[src/rtl/except_ctrl.sv]
// Exception resolution and flush sequencer between the memory stage and cp0_reg.
// Picks one exception by fixed priority, reports it to CP0, then flushes and settles.
module except_ctrl #(
    parameter logic [31:0] EXC_VEC_BEV1 = 32'hBFC0_0380,
    parameter logic [31:0] EXC_VEC_BEV0 = 32'h8000_0180
) (
    input  logic        clk,
    input  logic        rst,
    input  logic        mem_valid_i,
    input  logic [31:0] mem_pc_i,
    input  logic        mem_in_delayslot_i,
    input  logic [31:0] mem_addr_i,
    input  logic [8:0]  mem_exc_i,
    input  logic        cp0_we_i,
    input  logic [4:0]  cp0_waddr_i,
    input  logic [31:0] cp0_wdata_i,
    input  logic [31:0] cp0_status_i,
    input  logic [31:0] cp0_cause_i,
    input  logic [31:0] cp0_epc_i,
    output logic [31:0] except_type_o,
    output logic [31:0] except_pc_o,
    output logic        except_delayslot_o,
    output logic [31:0] except_addr_o,
    output logic        flush_o,
    output logic [31:0] new_pc_o,
    output logic        stall_o
);

    localparam logic [31:0] STATUS_FWD_MASK = 32'h0000_FF03;
    localparam logic [31:0] CAUSE_FWD_MASK  = 32'h0000_0300;

    typedef enum logic [1:0] {IDLE, FLUSH, SETTLE} state_e;

    state_e      state_q;
    logic        int_pend_q, int_pend_d;
    logic [31:0] tgt_q, tgt_d;
    logic        flush_q, stall_q;
    logic [31:0] new_pc_q;

    logic [31:0] status_eff, cause_eff, epc_eff;
    logic [31:0] code;
    logic [31:0] target;
    logic        report;
    logic        unused_bits;

    // CP0 values as they will be after the write presented this cycle
    always_comb begin
        status_eff = cp0_status_i;
        cause_eff  = cp0_cause_i;
        epc_eff    = cp0_epc_i;
        if (cp0_we_i) begin
            case (cp0_waddr_i)
                5'd12:   status_eff = (cp0_status_i & ~STATUS_FWD_MASK) | (cp0_wdata_i & STATUS_FWD_MASK);
                5'd13:   cause_eff  = (cp0_cause_i & ~CAUSE_FWD_MASK) | (cp0_wdata_i & CAUSE_FWD_MASK);
                5'd14:   epc_eff    = cp0_wdata_i;
                default: ;
            endcase
        end
    end

    assign int_pend_d = (|(cause_eff[15:8] & status_eff[15:8])) && status_eff[0] && !status_eff[1];

    always_comb begin
        code = 32'h0;
        if (int_pend_q)        code = 32'h1;
        else if (mem_exc_i[0]) code = 32'hF;
        else if (mem_exc_i[1]) code = 32'hA;
        else if (mem_exc_i[2]) code = 32'h8;
        else if (mem_exc_i[3]) code = 32'h9;
        else if (mem_exc_i[4]) code = 32'hD;
        else if (mem_exc_i[5]) code = 32'hC;
        else if (mem_exc_i[7]) code = 32'h4;
        else if (mem_exc_i[8]) code = 32'h5;
        else if (mem_exc_i[6]) code = 32'hE;
    end

    assign target = (code == 32'hE) ? epc_eff : (status_eff[22] ? EXC_VEC_BEV1 : EXC_VEC_BEV0);
    assign report = !rst && (state_q == IDLE) && mem_valid_i && (code != 32'h0);
    assign tgt_d  = report ? target : tgt_q;

    assign except_type_o      = report ? code : 32'h0;
    assign except_pc_o        = rst ? 32'h0 : mem_pc_i;
    assign except_delayslot_o = !rst && mem_in_delayslot_i;
    assign except_addr_o      = rst ? 32'h0 : ((code == 32'hF) ? mem_pc_i : mem_addr_i);
    assign flush_o            = flush_q;
    assign new_pc_o           = new_pc_q;
    assign stall_o            = stall_q;

    assign unused_bits = ^{status_eff[31:23], status_eff[21:16], status_eff[7:2],
                           cause_eff[31:16], cause_eff[7:0]};

    // Report in IDLE, redirect for one cycle, then hold one cycle for CP0 to settle
    always_ff @(posedge clk) begin
        if (rst) begin
            state_q    <= IDLE;
            int_pend_q <= 1'b0;
            tgt_q      <= 32'h0;
            flush_q    <= 1'b0;
            stall_q    <= 1'b0;
            new_pc_q   <= 32'h0;
        end else begin
            int_pend_q <= int_pend_d;
            tgt_q      <= tgt_d;
            case (state_q)
                IDLE: begin
                    if (report) begin
                        state_q  <= FLUSH;
                        flush_q  <= 1'b1;
                        new_pc_q <= target;
                    end
                end
                FLUSH: begin
                    state_q  <= SETTLE;
                    flush_q  <= 1'b0;
                    new_pc_q <= 32'h0;
                    stall_q  <= 1'b1;
                end
                SETTLE: begin
                    state_q <= IDLE;
                    stall_q <= 1'b0;
                end
                default: begin
                    state_q  <= IDLE;
                    flush_q  <= 1'b0;
                    stall_q  <= 1'b0;
                    new_pc_q <= 32'h0;
                end
            endcase
        end
    end

endmodule
[config.mk]
export PLATFORM = sky130hd
export DESIGN_NAME = except_ctrl
export DESIGN_NICKNAME = d
export VERILOG_FILES = /design/src/rtl/except_ctrl.sv
export SDC_FILE = /design/constraint.sdc
export NUM_CORES = 1
export LEC_CHECK = 0
export CAP_MARGIN = 20
export CORE_AREA = 2 2 133 135
export DETAILED_ROUTE_END_ITERATION = 7
export DIE_AREA = 0 0 135 137
export GPL_TIMING_DRIVEN = 0
export SLEW_MARGIN = 30
export SYNTH_ARGS = -nofsm -noshare
export SYNTH_HDL_FRONTEND = slang
export SYNTH_SLANG_ARGS = --single-unit
[constraint.sdc]
create_clock -name clk -period 4.2 [get_ports clk]
set_input_delay 0.42 -clock clk [delete_from_list [all_inputs] [get_ports clk]]
set_output_delay 0.42 -clock clk [all_outputs]
set_load 0.02 [all_outputs]
==> flow_metrics.tcl <==
set metrics [dict create \
    drtIter0Drc 126 \
    setup_viol 0 \
    max_freq_mhz 299 \
    die_w_um 135 \
    crit_path_end_kind "output port" \
    maxSlewHeadroom 0.539 \
    synthFlopType "dfxtp_1" \
    max-clock-path-buffers 2 \
    synth_fa_ha_area_frac 0 \
    drive_above_1_share 0.131 \
    place_inst 926 \
    place_congestion 0.784 \
    status "complete, no violations" \
    syn_avg_cell_area_um2 7.92 \
    critPathMaxFanout 10 \
    peakVddDrop_uv 150 \
    regArea_um2 741 \
    worstSetupPathType "input pin to output port" \
    gr-total-overflow 0 \
    place_area_mm2 0.00628 \
    n_fill_cell 1792 \
    drcViolationCount 0 \
    critPathRequiredTime_ns 3.78 \
    rsz0062_at_grt "no" \
    skew_ns 0.00581 \
    ys_ff_latch 37 \
    antenna_cells 0 \
    htreeDepth 2 \
    finalCritPeriodShare 0.796 \
    multi_input_comb_area_mm2 0.00217 \
    crit_arrival_ns 2.92 \
    place_hpwl_um 11900 \
    grt_usage 0.142 \
    io_pins 342 \
    synth.top_cells.by_area "dfxtp_1 23%, nand2_1 9.5%, buf_4 6.8%, nor2b_1 6.6%, mux2_2 6.3%" \
    post_cts_buffers 0 \
    vias 3891 \
    cts_hold_buf 0 \
    synth-seq-area-share 0.230 \
    slew_violations 0 \
    row_count 48 \
    synth_top_family_by_area "simple AND/OR/NAND/NOR gates" \
    worst_slew_pin_slew_ns 0.691 \
    wl_um 14300 \
    p_leak_nw 2.33 \
    vias_per_cell 4.17 \
    cts.reportedPaths.clkPinSlew_ns 0.06 \
    grt_max_degree 12 \
    layout_min_cycle_time_ns 3.34 \
    synthMuxAreaShare 0.125 \
    cts_made_buffers 5 \
    startpoint_type "input pin" \
    clock-sinks 37 \
    syn_area_mm2 0.00322 \
    postSynth.asyncResetShare 0 \
    synth_top_area_cell "dfxtp_1" \
    drtAntennaViolNets 0 \
    yosysWarnings 0 \
    synth_xor_area_frac 0 \
    core_area_mm2 0.0171 \
    dr.pass1.iters 4 \
    grt_pass1_vias 3700 \
    final_cell_count_no_fill 934 \
    final_util 0.376 \
    final_nets 919 \
    cts_tree "yes" \
    pre_cts_ws_ns 0.741 \
    die_y_um 137 \
    cts-resized-gates 0 \
    cts_root_buf "clkbuf_16" \
    synth-compound-area-share 0.250 \
    hp-class "flip-flop to flip-flop" \
    grt_pass1_wl_um 20600 \
    synth_edf_count 0 \
    antenna_found_initial 0 \
    synth_top_area_share 0.230 \
    worstSkewPairLatency_ns 0.28 \
    wl_per_cell_um 15.3 \
    tns_ns 0 \
    io_buffers 268 \
    dieArea_mm2 0.0185 \
    setup_ws_ns 0.857 \
    yosysUniqueCellTypes 48 \
    initial_core_util 0.189 \
    syn_to_final_growth_pct 99.6 \
    synth_cells 406 \
    hold_viol 0 \
    drv_cap 0 \
    p_per_area_mw_per_mm2 201 \
    yosys.area_share.simple 0.267 \
    design_area_mm2 0.00642 \
]
critical path: stages:
cell             delay, ns
clkdlybuf4s50_1       0.54
clkbuf_1              0.39
clkbuf_1              0.46
clkbuf_1              0.43
a21oi_1               0.11
clkdlybuf4s50_1       0.57
cells in the mapped netlist, drive strengths merged, types with 2 or more instances:
| cell type | count |
|---|---|
| nand2b | 21 |
| dfxtp | 37 |
| mux2i | 20 |
| nor3b | 3 |
| a31oi | 2 |
| buf | 38 |
| o32ai | 20 |
| a21oi | 37 |
| a221oi | 9 |
| nor2 | 11 |
| o21ai | 4 |
| inv | 13 |
| mux2 | 18 |
| o211ai | 7 |
| clkbuf | 19 |
| a22oi | 2 |
| nand2 | 81 |
| nor3 | 8 |
| nand3 | 2 |
| nor2b | 34 |
| a21o | 2 |
through the flow:
step	power, mW	hold slack [ns]
after global routing	1.36	0.477
after detailed placement	0.945	0.453
after floorplan	0.634	0.436
final	1.29	0.459
after CTS	1.31	0.463
after global placement	0.943	0.449
sequential cells by signal, summed over array words and instances, names as in the netlist:
signal      flops
flush_o         1
stall_o         1
new_pc_o       32
int_pend_q      1
state_q         2
worst paths after layout:
kind                              startpoint           endpoint  slack [ns]  depth (start not counted)
worst max-delay path                     rst  except_addr_o[21]        0.86                          6
worst min-delay path            new_pc_o[24]       new_pc_o[24]        0.46                          2
worst max register to register    int_pend_q       new_pc_o[15]        2.16                          5
worst min register to register  new_pc_o[24]       new_pc_o[24]        0.46                          2
cells by family (layout without fill, tap and decap cells):
logic type,Yosys count,in the layout
AOI/OAI and AO/OA,93,93
buffers and inverters,70,346
other,1,28
and+or+nand+nor,167,167
muxes,38,38
DFF,37,37
per-layer routing:
layer / share of wire / track usage
met1: 0.44 / 0.190
met2: 0.48 / 0.234
met3: 0.064 / 0.0322
met4: 0.0097 / 0.0284
met5: 0 / 0
layout make-up:
| class | instances | area share |
|---|---|---|
| clock buffers | 6 | 0.0201 |
| flip-flops and latches | 37 | 0.115 |
| clock inverters | 2 | 0.00156 |
| plain buffers | 57 | 0.0555 |
| repair buffers | 268 | 0.418 |
| multi-input cells | 326 | 0.338 |
| well taps | 225 | 0.0438 |
| inverters | 13 | 0.00760 |
placed cells by master, fill, tap and decap left out, types with 3 or more instances in the layout:
master and count:
a21oi_1 37, a221oi_2 9, buf_2 3, buf_4 29
buf_6 4, clkbuf_1 20, clkbuf_16 5, clkdlybuf4s50_1 268
conb_1 28, dfxtp_1 37, inv_1 13, mux2_2 18
mux2i_1 20, nand2_1 81, nand2b_1 21, nor2_1 11
nor2b_1 34, nor3_1 7, o211ai_1 6, o21ai_0 3
o32ai_1 8, o32ai_2 12
power by group:
group	switching, mW	internal (mW)	leakage, nW
clock network	0.142	0.218	0.0706
logic	0.255	0.306	1.96
registers	0.00797	0.365	0.301
total	0.405	0.888	2.33
(Power assumes the default switching activity.)
